### src/rtl/imem_boot_loader.sv
// Boot loader: receives a little-endian 16-bit word count and then the
// instruction words as a byte stream, writes them into instruction memory and releases the core.
module imem_boot_loader #(
  parameter int ADDR_WIDTH = 8
) (
  input  logic                  clk,
  input  logic                  rst,
  input  logic                  in_valid,
  input  logic [7:0]            in_data,
  output logic                  in_ready,
  input  logic                  reload,
  output logic                  imem_we,
  output logic [ADDR_WIDTH-1:0] imem_addr,
  output logic [31:0]           imem_wdata,
  output logic                  core_rst,
  output logic                  done,
  output logic                  error
);

  localparam int DEPTH = 1 << ADDR_WIDTH;

  typedef enum logic [2:0] {LEN0, LEN1, DATA, DONE, ERR} state_t;

  state_t                state_q, state_d;
  logic                  in_ready_q, in_ready_d;
  logic [1:0]            byte_cnt_q, byte_cnt_d;
  logic [15:0]           word_cnt_q, word_cnt_d;
  logic [15:0]           count_q, count_d;
  logic [23:0]           partial_q, partial_d;
  logic                  imem_we_q, imem_we_d;
  logic [ADDR_WIDTH-1:0] imem_addr_q, imem_addr_d;
  logic [31:0]           imem_wdata_q, imem_wdata_d;

  logic        accept;
  logic [15:0] n_len;

  assign accept = in_valid & in_ready_q;
  assign n_len  = {in_data, count_q[7:0]};

  always_comb begin
    // NOTE: every output of this block gets a default first so no path can infer a latch.
    state_d      = state_q;
    byte_cnt_d   = byte_cnt_q;
    word_cnt_d   = word_cnt_q;
    count_d      = count_q;
    partial_d    = partial_q;
    imem_we_d    = 1'b0;
    imem_addr_d  = imem_addr_q;
    imem_wdata_d = imem_wdata_q;

    case (state_q)
      LEN0: begin
        if (accept) begin
          count_d[7:0] = in_data;
          state_d      = LEN1;
        end
      end
      LEN1: begin
        if (accept) begin
          count_d = n_len;
          if (n_len == 16'd0)             state_d = DONE;
          else if (int'(n_len) > DEPTH)   state_d = ERR;
          else                            state_d = DATA;
        end
      end
      DATA: begin
        if (accept) begin
          byte_cnt_d = byte_cnt_q + 2'd1;
          case (byte_cnt_q)
            2'd0: partial_d[7:0]   = in_data;
            2'd1: partial_d[15:8]  = in_data;
            2'd2: partial_d[23:16] = in_data;
            2'd3: begin
              imem_we_d    = 1'b1;
              imem_addr_d  = word_cnt_q[ADDR_WIDTH-1:0];
              imem_wdata_d = {in_data, partial_q};
              word_cnt_d   = word_cnt_q + 16'd1;
              if (word_cnt_q == count_q - 16'd1) state_d = DONE;
            end
          endcase
        end
      end
      DONE: begin
        if (reload) begin
          state_d    = LEN0;
          byte_cnt_d = 2'd0;
          word_cnt_d = 16'd0;
          count_d    = 16'd0;
          partial_d  = 24'd0;
        end
      end
      ERR:     state_d = ERR;
      default: state_d = LEN0;
    endcase

    // Ready is registered, so it is derived from where the FSM lands next.
    in_ready_d = (state_d == LEN0) || (state_d == LEN1) || (state_d == DATA);
  end

  // NOTE: sequential state uses non-blocking assignments so all registers update together.
  always_ff @(posedge clk or posedge rst) begin
    if (rst) begin
      state_q      <= LEN0;
      in_ready_q   <= 1'b0;
      byte_cnt_q   <= 2'd0;
      word_cnt_q   <= 16'd0;
      count_q      <= 16'd0;
      partial_q    <= 24'd0;
      imem_we_q    <= 1'b0;
      imem_addr_q  <= '0;
      imem_wdata_q <= 32'd0;
    end else begin
      state_q      <= state_d;
      in_ready_q   <= in_ready_d;
      byte_cnt_q   <= byte_cnt_d;
      word_cnt_q   <= word_cnt_d;
      count_q      <= count_d;
      partial_q    <= partial_d;
      imem_we_q    <= imem_we_d;
      imem_addr_q  <= imem_addr_d;
      imem_wdata_q <= imem_wdata_d;
    end
  end

  assign in_ready   = in_ready_q;
  assign imem_we    = imem_we_q;
  assign imem_addr  = imem_addr_q;
  assign imem_wdata = imem_wdata_q;
  // Core reset drops together with the final write because both come from the same edge.
  assign core_rst   = (state_q != DONE);
  assign done       = (state_q == DONE);
  assign error      = (state_q == ERR);

endmodule

### config.mk
export PLATFORM = sky130hd
export DESIGN_NAME = imem_boot_loader
export DESIGN_NICKNAME = d
export VERILOG_FILES = /design/src/rtl/imem_boot_loader.sv
export SDC_FILE = /design/constraint.sdc
export NUM_CORES = 1
export LEC_CHECK = 0
export ABC_AREA = 1
export CAP_MARGIN = 20
export CORE_MARGIN = 3
export CORE_UTILIZATION = 60
export DETAILED_ROUTE_END_ITERATION = 6
export HOLD_SLACK_MARGIN = 0.08
export PLACE_DENSITY_LB_ADDON = 0.08
export SETUP_SLACK_MARGIN = 0.3
export SLEW_MARGIN = 15
export SYNTH_ARGS = -nofsm -noshare
export SYNTH_HDL_FRONTEND = slang
export SYNTH_SLANG_ARGS = --single-unit
### constraint.sdc
create_clock -name clk -period 9.1 [get_ports clk]
set_clock_uncertainty 0.1 [all_clocks]
set_input_delay 1.82 -clock clk [delete_from_list [all_inputs] [get_ports clk]]
set_output_delay 1.82 -clock clk [all_outputs]
set_load 0.1 [all_outputs]
After elaboration in Yosys (flattened, before gate mapping):

Index checks and enable logic that the tools add are counted.

* bitwise operators: 2
* multiplexer cells: 29
* equal/unequal tests: 19
* reduce and logical (&&, ||, !) cells: 17
* order comparisons: 1
* add/subtract/negate cells: 3

Operators with widths (number)
* 16-bit 2-to-1 mux: 4
* 24-bit 2-to-1 mux: 2
* 24-bit one-hot mux with 2 select lines: 1
* 8-bit 2-to-1 mux: 4
* 16-bit one-hot mux with 2 select lines: 1
* 3-bit 2-to-1 mux: 8
* 8-bit one-hot mux with 3 select lines: 1
* 4-bit AND reduction: 5
* 16-bit by 1-bit adder with 16-bit output, second input constant: 1
* 16-bit equality test: 1
* 16-bit by 9-bit greater-than comparator with 1-bit output, second input constant: 1
* 16-bit logical NOT: 1
* 8-bit one-hot mux with 2 select lines: 1
* 16-bit by 1-bit subtractor with 16-bit output, second input constant: 1
* 3-bit one-hot mux with 5 select lines: 1
* 2-bit inequality test, second input constant: 5
* 3-bit by 2-bit equality test with 1-bit output, second input constant: 3
* 3-bit AND reduction: 3
* 3-bit by 1-bit equality test with 1-bit output, second input constant: 2
* 3-bit logical NOT: 2
* 2-bit by 1-bit inequality test with 1-bit output, second input constant: 3
* 2-bit nonzero test: 3
* 2-bit equality test, second input constant: 2
* 2-bit 2-to-1 mux: 2
* other kinds (10): 13

* bits of input ports: 12
* flip-flop bits (word level): 103
* output and inout bits: 45

Longest topological paths before layout:

Gate-level depths: netlist of the first run.

* depth in word-level cells: 9
* depth in mapped cells: 13
* gate-level depth less buffers: 13

Worst setup path after synthesis of the first run:

OpenSTA, ideal clock, no wires.

* path type: reg2out
* start: register state_q[0]
* end: output error
* arrival time: 1867 ps
* path slack: 5313 ps
* stages on the path, launching flop included: 4
* data required time: 7180 ps
* cells stage by stage: dfrtp_1 > nor2_1 > inv_1 > nor2_1

* longest elaborated chain between the ends: 1

RTL lines
* start, declared: RTL line 24 `state_t state_q, state_d;`
* start signal, assigned: RTL line 113 `state_q <= state_d;`
* 3-bit equality test: RTL line 132 `assign error = (state_q == ERR);`
* end, declared: RTL line 17 `output logic error`

Every way passes these cells.

Worst setup path in the final report of the first run:

Ends and elaborated chain as after synthesis.

==> run metrics, run 1 <==
worst-margin pin slew=996 ps; DRC violations left=0; syn avg cell area=8.04 um2; clk sink count=103; I/O Buffers=56; vias=4100; Core Region=just under 0.008 mm2; Pleak=roughly 2.9 nW; Synth Instances=around 610; Seq/Total Area, Yosys=0.527; nets=680; register area=roughly 0.0026 mm2; CTS Buffer Depth=2; pin count of the biggest net entering global routing=80; Clock transition at path regs=100 ps; Top FF cell, synth=dfrtp_1; CTS tree=yes; type of origin of the critical path=flop; CP required=around 7200 ps; cell area power density=200 mW/mm2; DRT antenna net count=0; outcome=finished clean; RSZ-0062 raised after global routing=false; Worst Path Class, Setup=flop to primary output; EDFF count, synth=0; share of cells above drive strength 1=0.0510; via-per-instance ratio=5.33; crit share post-route=0.467; drt wl/cell=14.3 um; RD Place Congestion=0.960; hold_ws=391 ps; WP data arrival=2330 ps; setup TNS=0 ps; CP max FO=4; Async SR Flop Fraction=1.00; Rows=32; ant diodes=0; Crit. End Element=primary output; die area=0.00927 mm2; # hold bufs at CTS=0; Clock Tree Root=clkbuf_8; antenna violations before repair=0; die height=96.3 um; Ports=57; Starting Density=0.626; final wirelength=11000 um; H-Tree Depth=3; Worst-Skew Late Latency=380 ps; VDD IR max=between 90 and 100 uV; Fmax achieved=235 MHz; Hold Vio Cnt, Final=0; # setup viols final=0; syn nets=626; Synth Register Bits=~100; global route overflow=0; Die Wd=96.3 um; slew margin rel.=0.334; MaxCap Viol Count=0; dpl hpwl=7950 um; area grow syn2layout=17.2%; clock buffer count from CTS=9; Final min period=4250 ps; Starting DRT DRC Count=between 200 and 300; vias in the first global route=slightly below 4000; Distinct cells, synth=31; area of the multi-input gates=between 0.0015 and 0.002 mm2; Total Routing Usage GR=0.258; postcts setup bufs=0; Final Slew Violations=0; DRT Pass-1 Iters=5; FILL cells=just over 600; Post-Syn Area=just under 0.005 mm2; post-CTS sizing=0; Synth warnings=0; Worst Hold Class=flop to flop; first-pass GRT wire length=18000 um
power breakdown:
group	total, mW	internal (mW)	switching, mW	leakage, nW
Clock	0.275	0.106	0.169	0.0922
Combinational	0.312	0.105	0.207	1.57
Sequential	0.556	0.505	0.0510	1.23
Total	1.14	0.717	0.427	2.89
sequential cells by signal (all words and copies together), names as in the netlist:
signal / flops
imem_wdata: 32
count_q: 16
in_ready: 1
state_q: 3
word_cnt_q: 16
byte_cnt_q: 2
imem_we: 1
imem_addr: 8
partial_q: 24
layer usage:
| metal | part of all wire | track usage | up-vias |
|---|---|---|---|
| li1 | - | - | 2020 |
| met1 | 0.47 | 0.365 | 1952 |
| met2 | 0.46 | 0.399 | 110 |
| met3 | 0.049 | 0.0328 | 18 |
| met4 | 0.024 | 0.114 | 0 |
| met5 | 0 | 0 | - |
through the flow:
step | setup slack [ps] | std cells | util | instance area [um2] | total power [mW]
3_5_place_dp | 4930 | 752 | 0.707 | 5520 | 0.871
3_3_place_gp | 5030 | 752 | 0.707 | 5520 | 0.861
6_report | 4850 | 769 | 0.734 | 5730 | 1.14
4_1_cts | 4850 | 768 | 0.731 | 5710 | 1.15
5_1_grt | 4780 | 769 | 0.734 | 5730 | 1.21
2_1_floorplan | 4480 | 608 | - | 4890 | 0.794
Yosys cell counts (2+ instances only):
cell type / n / area share
o21ai_0: 88 / 0.090
nor2_2: 3 / 0.0038
o21ai_1: 2 / 0.0020
xnor2_1: 7 / 0.013
inv_1: 83 / 0.064
nand4_1: 4 / 0.0051
nand3_2: 3 / 0.0061
nand3b_1: 2 / 0.0031
ha_1: 6 / 0.015
nand2_1: 174 / 0.13
o21a_1: 3 / 0.0046
nor3b_1: 2 / 0.0031
inv_4: 2 / 0.0026
a21oi_1: 9 / 0.0092
buf_2: 9 / 0.0092
xor2_1: 5 / 0.0090
nor2_1: 55 / 0.042
nor2_4: 2 / 0.0046
nand3_1: 28 / 0.029
dfrtp_1: 103 / 0.53
nor3_1: 3 / 0.0031
clkbuf_1: 6 / 0.0046
final timing paths:
| kind | from | endpoint | slack (ps) | cells after the start |
|---|---|---|---|---|
| setup / recovery | state_q[0] | error | 4850 | 4 |
| hold / removal | imem_wdata[26] | imem_wdata[26] | 390 | 2 |
| setup reg to reg | count_q[0] | in_ready | 6880 | 10 |
| hold reg to reg | imem_wdata[26] | imem_wdata[26] | 390 | 2 |
| max in group asynchronous | rst | imem_wdata[30] | 6050 | 3 |
| min in group asynchronous | rst | imem_wdata[16] | 1740 | 2 |
layout make-up:
type	instances	area share
tap	102	0.0223
timing repair buffer	58	0.103
inverter	86	0.0577
clock buffer	10	0.0223
clock inverter	6	0.0107
multi-input combinational	404	0.335
sequential	103	0.450
critical path, cell delays in order (launching register included):
cell,delay (ps)
dfrtp_1,440
nor2_1,150
inv_1,60
nor2_1,140
clkdlybuf4s50_1,1160
layout by cell type (no fill, tap or decap), types with 3 or more instances in the layout:
cell type / instances
nor2_1: 55
nand4_1: 4
nand2_1: 174
inv_1: 81
ha_1: 6
nor2_2: 3
xnor2_1: 7
nor3_1: 3
dfrtp_1: 103
o21ai_0: 88
clkbuf_8: 9
nand3_1: 28
clkdlybuf4s50_1: 56
a21oi_1: 9
inv_4: 3
o21a_1: 3
xor2_1: 5
nand3_2: 3
cell families after synthesis:
kind of cell,after synthesis,share of synthesized area
simple gates,279,0.241
compound gates,106,0.112
flops,103,0.527
buf+inv,101,0.0809
xor+xnor,12,0.0215
fa+ha+maj,6,0.0154
mux,1,0.00230
Power figures use the tool's default switching activity.
==> run 2, diff against run 1 <==
--- a/config.mk
+++ b/config.mk
@@ -8,7 +8,7 @@
 export ABC_AREA = 1
 export CAP_MARGIN = 20
 export CORE_MARGIN = 3
-export CORE_UTILIZATION = 60
+export CORE_UTILIZATION = 56
 export DETAILED_ROUTE_END_ITERATION = 6
 export HOLD_SLACK_MARGIN = 0.08
 export PLACE_DENSITY_LB_ADDON = 0.08
==> constraint.sdc (replaced) <==
create_clock -name clk -period 4 [get_ports clk]
set_clock_uncertainty 0.1 [all_clocks]
set_input_delay 0.8 -clock clk [delete_from_list [all_inputs] [get_ports clk]]
set_output_delay 0.8 -clock clk [all_outputs]
set_load 0.1 [all_outputs]
==> run 2 against run 1 <==
- worst setup slack lost 4100 ps
- die area grew 6.7%
- critical path depth is the same
- global-route usage shrank 1.0 points
- power grew 130%
- first-iteration DRC count shrank 30%
- core utilization shrank 4.7 points
- critical path type unchanged
- sequential cell count is the same
- count of clock-buffer cells in the layout is the same
==> run metrics, run 2 (synthesis results as in run 1) <==
outcome=finished clean; Worst Hold Class=flop to flop; share of cells above drive strength 1=0.0540 (+0.00300); Total Routing Usage GR=0.248 (-0.0101); Starting Density=0.586 (-0.0400); DRC violations left=0 (unchanged); worst reg2reg path endpoint=in_ready; CTS Buffer Depth=2 (unchanged); Critical Path Start=state_q[2]; # hold bufs at CTS=0 (unchanged); Tot Pwr=2.61 mW (+130%); critical path's slowest cell=clkdlybuf4s50_1; Clock Tree Root=clkbuf_8; first-pass GRT wire length=19200 um (+6.7%); crit share post-route=0.802; MaxCap Viol Count=0 (unchanged); CP required=3100 ps (-4080 ps); Fmax achieved=roughly 310 MHz; setup TNS=0 ps (unchanged); Clock Power Share=0.243 (+0.002); WHS Path Cells=2 (unchanged); post-CTS sizing=0 (unchanged); # setup viols final=0 (unchanged); Die Wd=99.4 um (+3.3%); Clock transition at path regs=100 ps (about the same); antenna violations before repair=0 (unchanged); Seq pwr share=0.486 (about the same); Reg2Reg Setup Slack=1890 ps (-4990 ps); vias in the first global route=3946 (+2.7%); nets=680 (unchanged); RSZ-0062 raised after global routing=false; Hold Startpoint=imem_wdata[11]; worst-margin pin slew=1000 ps (+8.56 ps); cell area power density=456 mW/mm2 (+130%); Rows=33 (+3.1%); CP peak stage delay=1150 ps (about the same); global route overflow=0 (unchanged); CP max FO=10 (+6); ant diodes=0 (unchanged); Pleak=2.90 nW (+0.23%); VDD IR max=224 uV (+130%); CP Buf/Inv Count=3 (+1); DRT Pass-1 Iters=5 (unchanged); drt wl/cell=14.9 um (+3.6%); Place WS=1150 ps (-3780 ps); Final min period=roughly 3200 ps; die area=0.00989 mm2 (+6.7%); P_sw=0.972 mW (+130%); H-Tree Depth=3 (unchanged); switch share=0.372 (-0.00175); slew margin rel.=0.328 (-0.00572); postcts setup bufs=0 (unchanged); Comb pwr share=0.272 (about the same); CTS tree=yes; type of origin of the critical path=flop; pin count of the biggest net entering global routing=62 (-23%); Final Slew Violations=0 (unchanged); die height=99.4 um (+3.3%); I/O Buffers=56 (unchanged); family with the most delay on the worst path=buffers and inverters; area grow syn2layout=17.2% (about the same); RD Place Congestion=0.947 (-1.3%); PnR worst setup slack=792 ps (-4060 ps); clock buffer count from CTS=9 (unchanged); Crit. End Element=primary output; Ports=57 (unchanged); FILL cells=698 (+16%); Hold Vio Cnt, Final=0 (unchanged); destination of the worst hold path=imem_wdata[11]; most common cell after layout, fill and taps aside=nand2_1; DRT antenna net count=0 (unchanged); final wirelength=11500 um (+4.0%); reg2reg path depth=11 (+1); via-per-instance ratio=5.28 (-0.90%); Core Region=0.00834 mm2 (+6.8%); most frequent cells in the layout=174 x nand2_1, 103 x dfrtp_1, 88 x o21ai_0; vias=4079 (-0.51%); worst r2r src=count_q[0]; final core occ=0.687 (-0.0467); clk sink count=103 (unchanged); internal cell power=1.64 mW (+130%); critical path, cell by cell=inv_2 -> nand3_2 -> inv_4 -> clkdlybuf4s50_1; Worst-Skew Late Latency=370 ps (about the same); Starting DRT DRC Count=191 (-30%); Worst Path Class, Setup=flop to primary output; Final Cell Area=0.00573 mm2 (about the same); WP data arrival=2310 ps (-20 ps); max reg flops=32 (unchanged); Placed Area=0.00554 mm2 (+0.39%); dpl hpwl=8480 um (+6.7%)
==> run 2: area by class of cell <==
cell class              count  area [um2]  share of cell area
clock buffers              10         138              0.0240
clock inverters             6        51.3             0.00895
inverters                  86         330              0.0576
multi-input cells         404        1920               0.334
flip-flops and latches    103        2580               0.450
well taps                 105         131              0.0229
repair buffers             58         586               0.102
==> run 2: worst max path at each step <==
stage                                to  depth (start not counted)
after floorplan           byte_cnt_q[0]                          1
after global placement         in_ready                         12
after detailed placement       in_ready                         12
after CTS                          done                          4
after global routing               done                          4
final                              done                          4
==> run 2: metal layers <==
layer,vias up,track usage,share of wire
li1,2016,-,-
met1,1930,0.342,0.46
met2,119,0.401,0.47
met3,14,0.0435,0.052
met4,0,0.0788,0.015
met5,-,0,0
==> run 2: worst reg2reg max path: cells and delay by family, from the launching register on <==
kind                       cells  cell delay (ps)
and+or+nand+nor                7              940
DFF                            1              400
buffers and inverters          2              260
AOI/OAI and AO/OA              1               90
adders and majority gates      1              240
==> run 2: power groups by stage <==
| stage | clock network [mW] | registers [mW] | logic (mW) |
|---|---|---|---|
| 3_3_place_gp | 0 | 1.28 | 0.676 |
| 6_report | 0.635 | 1.27 | 0.710 |
| 4_1_cts | 0.642 | 1.27 | 0.704 |
| 3_5_place_dp | 0 | 1.29 | 0.702 |
| 5_1_grt | 0.683 | 1.28 | 0.809 |
| 2_1_floorplan | 0 | 1.28 | 0.529 |
==> run 2: through the flow <==
step | cells | hold slack (ps)
final | 772 | 390
after global routing | 772 | 418
after CTS | 772 | 397
after detailed placement | 756 | 373
after global placement | 756 | 365
after floorplan | 608 | 402
==> run 3, diff against run 2 <==
--- a/config.mk
+++ b/config.mk
@@ -8,7 +8,7 @@
 export ABC_AREA = 1
 export CAP_MARGIN = 20
 export CORE_MARGIN = 3
-export CORE_UTILIZATION = 56
+export CORE_UTILIZATION = 51
 export DETAILED_ROUTE_END_ITERATION = 6
 export HOLD_SLACK_MARGIN = 0.08
 export PLACE_DENSITY_LB_ADDON = 0.08
==> constraint.sdc (replaced) <==
create_clock -name clk -period 2.89 [get_ports clk]
set_clock_uncertainty 0.1 [all_clocks]
set_input_delay 0.578 -clock clk [delete_from_list [all_inputs] [get_ports clk]]
set_output_delay 0.578 -clock clk [all_outputs]
set_load 0.1 [all_outputs]
==> run 3 against run 2 <==
- clock power rose by 69%
- via count down 1.5%
- register-to-register slack got worse by 1100 ps
- wire length is 3.1% lower
- combinational power up 37%
- first-iteration DRC count is 17% lower
- non-clock buffer count is 4 higher
- count of clock-buffer cells in the layout down 1
- core utilization fell by 7.0 points
- die area rose by 9.2%
- critical endpoint is now error
==> run metrics, run 3 (synthesis results as in run 1) <==
critical path, cell by cell=nor2_1 -> inv_1 -> nor2_1 -> buf_4; Ports=57 (unchanged); pin count of the biggest net entering global routing=104 (+68%); H-Tree Depth=3 (unchanged); antenna violations before repair=0 (unchanged); WP data arrival=1550 ps (-760 ps); family with the most delay on the worst path=flip-flops; area grow syn2layout=17.2% (about the same); Seq pwr share=0.463 (-0.023); global route overflow=0 (unchanged); post-CTS sizing=0 (unchanged); CTS Buffer Depth=2 (unchanged); register area=0.00258 mm2 (unchanged); Starting DRT DRC Count=159 (-17%); Clock Tree Root=clkbuf_8; max reg flops=32 (unchanged); I/O Buffers=56 (unchanged); most common cell after layout, fill and taps aside=nand2_1; die height=104 um (+4.5%); Hold Vio Cnt, Final=0 (unchanged); CP required=2210 ps (-890 ps); VDD IR max=377 uV (+69%); Rows=35 (+6.1%); Crit. End Element=primary output; postcts setup bufs=0 (unchanged); Starting Density=0.527 (-0.0596); vias in the first global route=3905 (-1.0%); CP peak stage delay=440 ps (-710 ps); Placed Area=0.00549 mm2 (-0.88%); CP most frequent cell=nor2_1; Comb pwr share=0.256 (-0.016); DRC violations left=0 (unchanged); Worst Hold Class=flop to flop; Core Region=0.00928 mm2 (+11%); RD Place Congestion=0.869 (-8.2%); Clock transition at path regs=100 ps (about the same); Pleak=3.02 nW (+4.2%); MaxCap Viol Count=0 (unchanged); crit share post-route=0.769; Final min period=2220 ps; area of the multi-input gates=0.00192 mm2 (unchanged); Die Wd=104 um (+4.5%); Final Slew Violations=0 (unchanged); Final Cell Area=0.00573 mm2 (about the same); PnR worst setup slack=667 ps (-125 ps); die area=0.0108 mm2 (+9.2%); final wirelength=11100 um (-3.1%); CP Buf/Inv Count=2 (-1); DRT antenna net count=0 (unchanged); # setup viols final=0 (unchanged); critical path's slowest cell=dfrtp_1; internal cell power=2.44 mW (+48%); # hold bufs at CTS=0 (unchanged); nets=684 (+0.59%); vias=4017 (-1.5%); Place WS=372 ps (-777 ps); clock buffer count from CTS=9 (unchanged); DRT Pass-1 Iters=5 (unchanged); clk sink count=103 (unchanged); FILL cells=862 (+23%); share of cells above drive strength 1=0.125 (+0.0712); cell area power density=662 mW/mm2 (+45%); slew margin rel.=0.629 (+0.300); Tot Pwr=3.80 mW (+45%); drt wl/cell=13.9 um (-6.5%); setup TNS=0 ps (unchanged); via-per-instance ratio=5.02 (-5.0%); ant diodes=0 (unchanged); RSZ-0062 raised after global routing=false; Clock Power Share=0.282 (+0.039); Fmax achieved=450 MHz; Worst Path Class, Setup=flop to primary output; Worst-Skew Late Latency=370 ps (about the same); worst-margin pin slew=557 ps (-448 ps); CTS tree=yes; P_sw=1.36 mW (+40%); first-pass GRT wire length=19100 um (-0.40%); switch share=0.358 (-0.0134); dpl hpwl=7990 um (-5.8%); Total Routing Usage GR=0.218 (-0.0300); outcome=finished clean; type of origin of the critical path=flop; most frequent cells in the layout=174 x nand2_1, 103 x dfrtp_1, 88 x o21ai_0; CP max FO=4 (-6)
[run 3: changes by cell type in the layout (fill, tap and decap cells not counted), sizes merged]
| cell | previous run | this run |
|---|---|---|
| buf | 3 | 51 |
| clkdlybuf4s50 | 55 | 11 |
| bufinv | 0 | 2 |
| inv | 89 | 87 |
| clkbuf | 10 | 9 |
| clkinvlp | 0 | 1 |
[run 3: per-layer routing]
layer | track usage | vias to the layer above | routed length [um]
met5 | 0 | - | 0
met4 | 0.0494 | 0 | 203
met3 | 0.0466 | 13 | 401
met2 | 0.344 | 70 | 5010
met1 | 0.311 | 1914 | 5500
li1 | - | 2020 | -
[run 3: path summary, 6_finish.rpt]
| path | endpoint | startpoint | slack (ps) | cells past startpoint |
|---|---|---|---|---|
| worst max-delay path | error | state_q[0] | 670 | 4 |
| worst min-delay path | imem_wdata[29] | imem_wdata[29] | 400 | 2 |
| worst max register to register | in_ready | count_q[0] | 800 | 11 |
| worst min register to register | imem_wdata[29] | imem_wdata[29] | 400 | 2 |
| max in group asynchronous | word_cnt_q[5] | rst | 1660 | 3 |
| min in group asynchronous | imem_addr[4] | rst | 570 | 3 |
[run 3: worst reg2reg max path, delay by kind of cell, from the launching register on]
| family | cells | cell delay (ps) |
|---|---|---|
| simple gates | 7 | 910 |
| fa+ha+maj | 1 | 240 |
| compound gates | 1 | 80 |
| buf+inv | 2 | 260 |
| flops | 1 | 390 |
[run 3: layout make-up]
cell class / count / area share
Inverter: 86 / 0.0578
Clock inverter: 7 / 0.0203
Sequential cell: 103 / 0.450
Timing Repair Buffer: 62 / 0.0882
Multi-Input combinational cell: 404 / 0.334
Tap cell: 129 / 0.0282
Clock buffer: 9 / 0.0216
[run 3: metrics by stage]
step / std cells / hold WS, ps / utilization
after floorplan: 608 / 402 / -
after global placement: 784 / 366 / 0.592
after detailed placement: 784 / 375 / 0.592
after CTS: 800 / 401 / 0.618
after global routing: 800 / 427 / 0.618
final: 800 / 395 / 0.618
[run 3: power groups by stage]
| stage | clock network, mW | logic, mW | registers, mW |
|---|---|---|---|
| global placement | 0 | 0.945 | 1.78 |
| CTS | 1.08 | 0.973 | 1.75 |
| detailed placement | 0 | 0.969 | 1.78 |
| floorplan | 0 | 0.733 | 1.77 |
| global route | 1.15 | 1.12 | 1.78 |
| finish | 1.07 | 0.970 | 1.76 |
